[src/rtl/noc_input_buffer.sv]
// rtl/noc_input_buffer.sv - per-port router input stage: flit FIFO, packet framing, arbiter request
module noc_input_buffer #(
   parameter int DATA_WIDTH = 32,
   parameter int DEPTH      = 4,
   parameter int ADDR_WIDTH = 2
) (
   input  logic                  clk,
   input  logic                  rst,
   input  logic                  wr_en,
   input  logic [2:0]            flit_id_in,
   input  logic [DATA_WIDTH-1:0] data_in,
   output logic                  full,
   input  logic                  grant,
   input  logic                  rd_en,
   output logic                  req,
   output logic [2:0]            flit_id,
   output logic [11:0]           length,
   output logic [DATA_WIDTH-1:0] data_out,
   output logic                  empty,
   output logic [ADDR_WIDTH:0]   count,
   output logic                  err_drop
);

   typedef enum logic {IDLE, ACTIVE} state_t;

   localparam logic [2:0]          ID_HDR     = 3'b001;
   localparam logic [2:0]          ID_TAIL    = 3'b100;
   localparam logic [ADDR_WIDTH:0] FULL_COUNT = (ADDR_WIDTH+1)'(DEPTH);

   logic [2:0]            id_mem   [DEPTH];
   logic [DATA_WIDTH-1:0] data_mem [DEPTH];

   logic [ADDR_WIDTH-1:0] wr_ptr_q, wr_ptr_d, rd_ptr_q, rd_ptr_d;
   logic [ADDR_WIDTH:0]   count_q, count_d;
   logic [11:0]           pkt_len_q, pkt_len_d;
   state_t                state_q, state_d;
   logic                  err_drop_q, err_drop_d;

   logic [2:0] head_id;
   logic       head_is_hdr, discard, do_wr, do_pop;

   assign empty       = (count_q == '0);
   assign full        = (count_q == FULL_COUNT);
   assign count       = count_q;
   assign head_id     = empty ? 3'b000 : id_mem[rd_ptr_q];
   assign head_is_hdr = (head_id == ID_HDR);
   assign flit_id     = head_id;
   assign data_out    = data_mem[rd_ptr_q];
   assign length      = head_is_hdr ? data_mem[rd_ptr_q][11:0] : pkt_len_q;
   assign err_drop    = err_drop_q;

   // A non-header flit at the head outside a packet is an orphan and is dropped without a grant.
   assign discard = (state_q == IDLE) && !empty && !head_is_hdr;
   assign req     = !empty && ((state_q == ACTIVE) || head_is_hdr);
   assign do_pop  = discard || (rd_en && grant && !empty);
   assign do_wr   = wr_en && !full;

   always_comb begin
      wr_ptr_d   = wr_ptr_q;
      rd_ptr_d   = rd_ptr_q;
      count_d    = count_q;
      pkt_len_d  = pkt_len_q;
      state_d    = state_q;
      err_drop_d = discard;

      if (do_wr) wr_ptr_d = wr_ptr_q + 1'b1;
      if (do_pop) rd_ptr_d = rd_ptr_q + 1'b1;

      case ({do_wr, do_pop})
         2'b10:   count_d = count_q + 1'b1;
         2'b01:   count_d = count_q - 1'b1;
         default: count_d = count_q;
      endcase

      if (do_pop) begin
         if (head_is_hdr) begin
            pkt_len_d = data_mem[rd_ptr_q][11:0];
            state_d   = ACTIVE;
         end else if (state_q == ACTIVE && head_id == ID_TAIL) begin
            state_d = IDLE;
         end
      end
   end

   always_ff @(posedge clk or negedge rst) begin
      if (!rst) begin
         wr_ptr_q   <= '0;
         rd_ptr_q   <= '0;
         count_q    <= '0;
         pkt_len_q  <= '0;
         state_q    <= IDLE;
         err_drop_q <= 1'b0;
      end else begin
         wr_ptr_q   <= wr_ptr_d;
         rd_ptr_q   <= rd_ptr_d;
         count_q    <= count_d;
         pkt_len_q  <= pkt_len_d;
         state_q    <= state_d;
         err_drop_q <= err_drop_d;
      end
   end

   always_ff @(posedge clk) begin
      if (do_wr) begin
         id_mem[wr_ptr_q]   <= flit_id_in;
         data_mem[wr_ptr_q] <= data_in;
      end
   end

endmodule

[config.mk]
export PLATFORM = sky130hd
export DESIGN_NAME = noc_input_buffer
export DESIGN_NICKNAME = d
export VERILOG_FILES = /design/src/rtl/noc_input_buffer.sv
export SDC_FILE = /design/constraint.sdc
export NUM_CORES = 1
export LEC_CHECK = 0
export ABC_AREA = 1
export BUFFER_PORTS_ARGS = -buffer_cell sky130_fd_sc_hd__clkbuf_2
export CORE_MARGIN = 1
export CORE_UTILIZATION = 31
export CTS_CLUSTER_DIAMETER = 120
export DETAILED_ROUTE_END_ITERATION = 7
export GPL_TIMING_DRIVEN = 0
export SLEW_MARGIN = 20
export SYNTH_ARGS = -nofsm -noshare
export SYNTH_HDL_FRONTEND = slang
export SYNTH_SLANG_ARGS = --single-unit
[constraint.sdc]
create_clock -name clk -period 2.4 [get_ports clk]
set_input_delay 0.6 -clock clk [delete_from_list [all_inputs] [get_ports clk]]
set_output_delay 0.6 -clock clk [all_outputs]
set_load 0.01 [all_outputs]
==> impl_metrics.py <==
metrics = {
    "run_status": {
        "outcome": "complete, but fails checks",
        "violations": "setup timing",
    },
    "yosys": {
        "syn-num-nets": 556,
        "synth_cell_types": 26,
        "ys_async_sr_fraction_pct": 13.04,
        "ys_top_cells_by_count": "edfxtp_1, nand2_1, nor2_1",
        "postSynthCellCount": 510,
        "yosys_most_used_dff": "edfxtp_1",
        "yosys_warnings": 0,
        "syn_area_per_cell_um2": 12.53,
        "synth_area_um2": 6392,
        "synth.most_common_cell": "edfxtp_1",
        "synth-edff-count": 140,
        "synth_area_leaders": "edfxtp_1, dfrtp_1, o21ai_0, nand2_1, nor2_1",
        "yosys.area.top_type": "edfxtp_1",
        "yosysSeqAreaShare_pct": 73.99,
        "yosysTopAreaCellShare_pct": 65.77,
        "ys_ff_latch": 161,
    },
    "clock_tree": {
        "cts-htree-levels": 4,
        "cts_tree": "yes",
        "insertion_delay_ns": 0.42,
        "root_buffer": "clkbuf_16",
        "cts_made_buffers": 17,
        "clkTransAtPathRegs_ns": 0.06,
        "cts_buffer_depth": 2,
        "cts.sinks": 161,
    },
    "layout": {
        "finalNonFillerCells": 971,
        "drive_gt1_share_pct": 39.86,
        "utilization_pct": 43.99,
        "final_area_um2": 8901,
        "area_growth_pct": 39.24,
        "nets": 733,
    },
    "critical_path": {
        "cp-start-kind": "flop",
        "path_cells": "buf_6 > inv_8 > buf_8 > buf_6 > buf_16 > nor2_2 > o22ai_2 > nand2_1 > nand2_1 > clkbuf_2",
        "r2r_slack_ns": -0.23,
        "slowest_stage": "dfrtp_1",
        "crit_fanout": 8,
        "path_class": "flop to primary output",
        "required_ns": 1.80,
        "cp-end-kind": "primary output",
        "cp.arrival_ns": 2.06,
        "slowest_delay_ns": 0.44,
    },
    "floorplan": {
        "row_count": 52,
        "io_pins": 94,
        "design.core.area_um2": 20230,
        "die_area_um2": 21200,
        "dieHeight_um": 145.6,
        "start_util_pct": 31.59,
        "die_x_um": 145.6,
    },
    "grt": {
        "grt_overflow_total": 0,
        "grt_pass1_wl_mm": 25.26,
        "grt_pass1_vias": 4566,
        "grt_start_max_net_pins": 22,
        "antenna_found_initial": 1,
        "track_usage_pct": 15.91,
    },
    "place": {
        "placed_area_um2": 7391,
        "io_buffers": 93,
        "place_ws_ns": -0.3693,
        "dpl.hpwl_mm": 10.11,
        "dp_cells": 879,
        "gp_congestion": 0.7446,
    },
    "sta": {
        "min_period_ns": 2.665,
        "finalSetupViolCount": 45,
        "tightest_slew_ns": 0.6427,
        "drv_slew": 0,
        "fmax_mhz": 375.2,
        "fin_ws_ns": -0.2649,
        "hold_slack_ns": 0.1597,
        "slew_headroom_pct": 57.05,
        "hold_viol": 0,
        "rsz0062_at_grt": "true",
        "fin_skew_ns": 0.005565,
        "final.period_utilization_pct": 111.0,
    },
    "route": {
        "wl_per_cell_um": 16.73,
        "drc": 0,
        "ant_nets": 0,
        "wl_mm": 16.25,
        "drtIter0Drc": 260,
        "vias_per_cell": 4.680,
        "dr.pass1.iters": 4,
        "vias": 4544,
    },
    "pwr": {
        "peakVddDrop_uv": 692.5,
        "power.density_nw_per_um2": 1457,
        "p_leak_nw": 3.573,
    },
    "run": {
        "cap_violations": 0,
    },
    "min_path": {
        "worst_hold_path_type": "primary input to async pin",
    },
}
-- layout by cell type (no fill, tap or decap), types with 4 or more instances in the layout --
cell type,count
nand2_1,69
clkbuf_2,58
clkbuf_8,6
o21ai_2,6
edfxtp_1,140
buf_4,62
clkinv_2,4
buf_16,7
dfrtp_1,21
buf_2,33
nor2_2,4
nand3_2,7
ha_1,5
inv_1,16
nand2_2,13
nand3_1,16
nand2_4,7
o21ai_1,16
clkbuf_16,20
buf_6,8
o22ai_2,16
nor2_4,6
o22ai_1,16
nor2_1,68
o21ai_0,44
-- kinds of logic (layout without fill, tap and decap cells) --
kind of cell    Yosys count  in the layout  synth area share, %
flops                   161            161                73.99
xor+xnor                  3              3               0.4111
compound gates          102            102                8.788
fa+ha+maj                 6              6                1.292
simple gates            190            190                12.00
other cells               0              1                    0
buf+inv                  48            238                3.523
-- metrics by stage --
| stage | setup TNS (ns) | power, W |
|---|---|---|
| floorplan | -44.06 | 0.006661 |
| global placement | -242.64 | 0.008342 |
| detailed placement | -6.793 | 0.008585 |
| CTS | -5.669 | 0.01252 |
| global route | -11.50 | 0.01377 |
| finish | -6.749 | 0.01297 |
-- sequential cells by signal (all words and copies together) (netlist names) --
register	flops
data_mem	128
id_mem	12
pkt_len_q	12
count	3
rd_ptr_q	2
wr_ptr_q	2
err_drop	1
state_q	1
-- worst paths after layout --
kind	from	end	cells after the start
min reg2reg	pkt_len_q[8]$_DFFE_PN0P_	pkt_len_q[8]$_DFFE_PN0P_	2
max reg2reg	rd_ptr_q[0]$_DFFE_PN0P_	pkt_len_q[10]$_DFFE_PN0P_	21
min	rst	count[1]$_DFFE_PN0P_	1
min in group clk	data_in[5]	data_mem[0][5]$_DFFE_PP_	1
max in group asynchronous	rst	pkt_len_q[5]$_DFFE_PN0P_	1
max	rd_ptr_q[0]$_DFFE_PN0P_	length[4]	10
-- cell type report --
type | count | area, µm²
antenna | 1 | 2.502
buffer | 26 | 319.1
clock buffer | 20 | 436.7
clock inverter | 12 | 93.84
fill | 1810 | 11330
inverter | 21 | 91.34
multi-input combinational | 301 | 1728
sequential | 161 | 4730
tap | 270 | 337.8
timing repair buffer | 159 | 1162
-- report_power, final --
group	switching [W]	internal [W]	total, W
sequential	0.000201	0.00373	0.00393
combinational	0.00361	0.00298	0.00660
clock	0.00103	0.00141	0.00244
total	0.00485	0.00812	0.0130
-- worst max-delay path, delay by kind of cell, from the launching register on --
family / cells / cell delay, ns
AOI/OAI and AO/OA: 1 / 0.22
DFF: 1 / 0.44
and+or+nand+nor: 3 / 0.24
buffers and inverters: 6 / 0.75
-- metal layers --
layer | up-vias | share of wire, % | global-route usage, %
li1 | 2167 | - | -
met1 | 2205 | 44 | 20.16
met2 | 149 | 49 | 26.30
met3 | 23 | 5.6 | 4.013
met4 | 0 | 1.7 | 6.000
met5 | - | 0 | 0
-- what timing repair did --
item,4_1_cts,5_1_grt
pin swaps,36,21
setup buffers,51,7
hold buffers,0,0
endpoints found under the setup margin,47,51
endpoints found under the hold margin,0,0
gates resized for setup,105,86
cloned,2,1
Note: power is estimated with default switching activity, not from simulation.
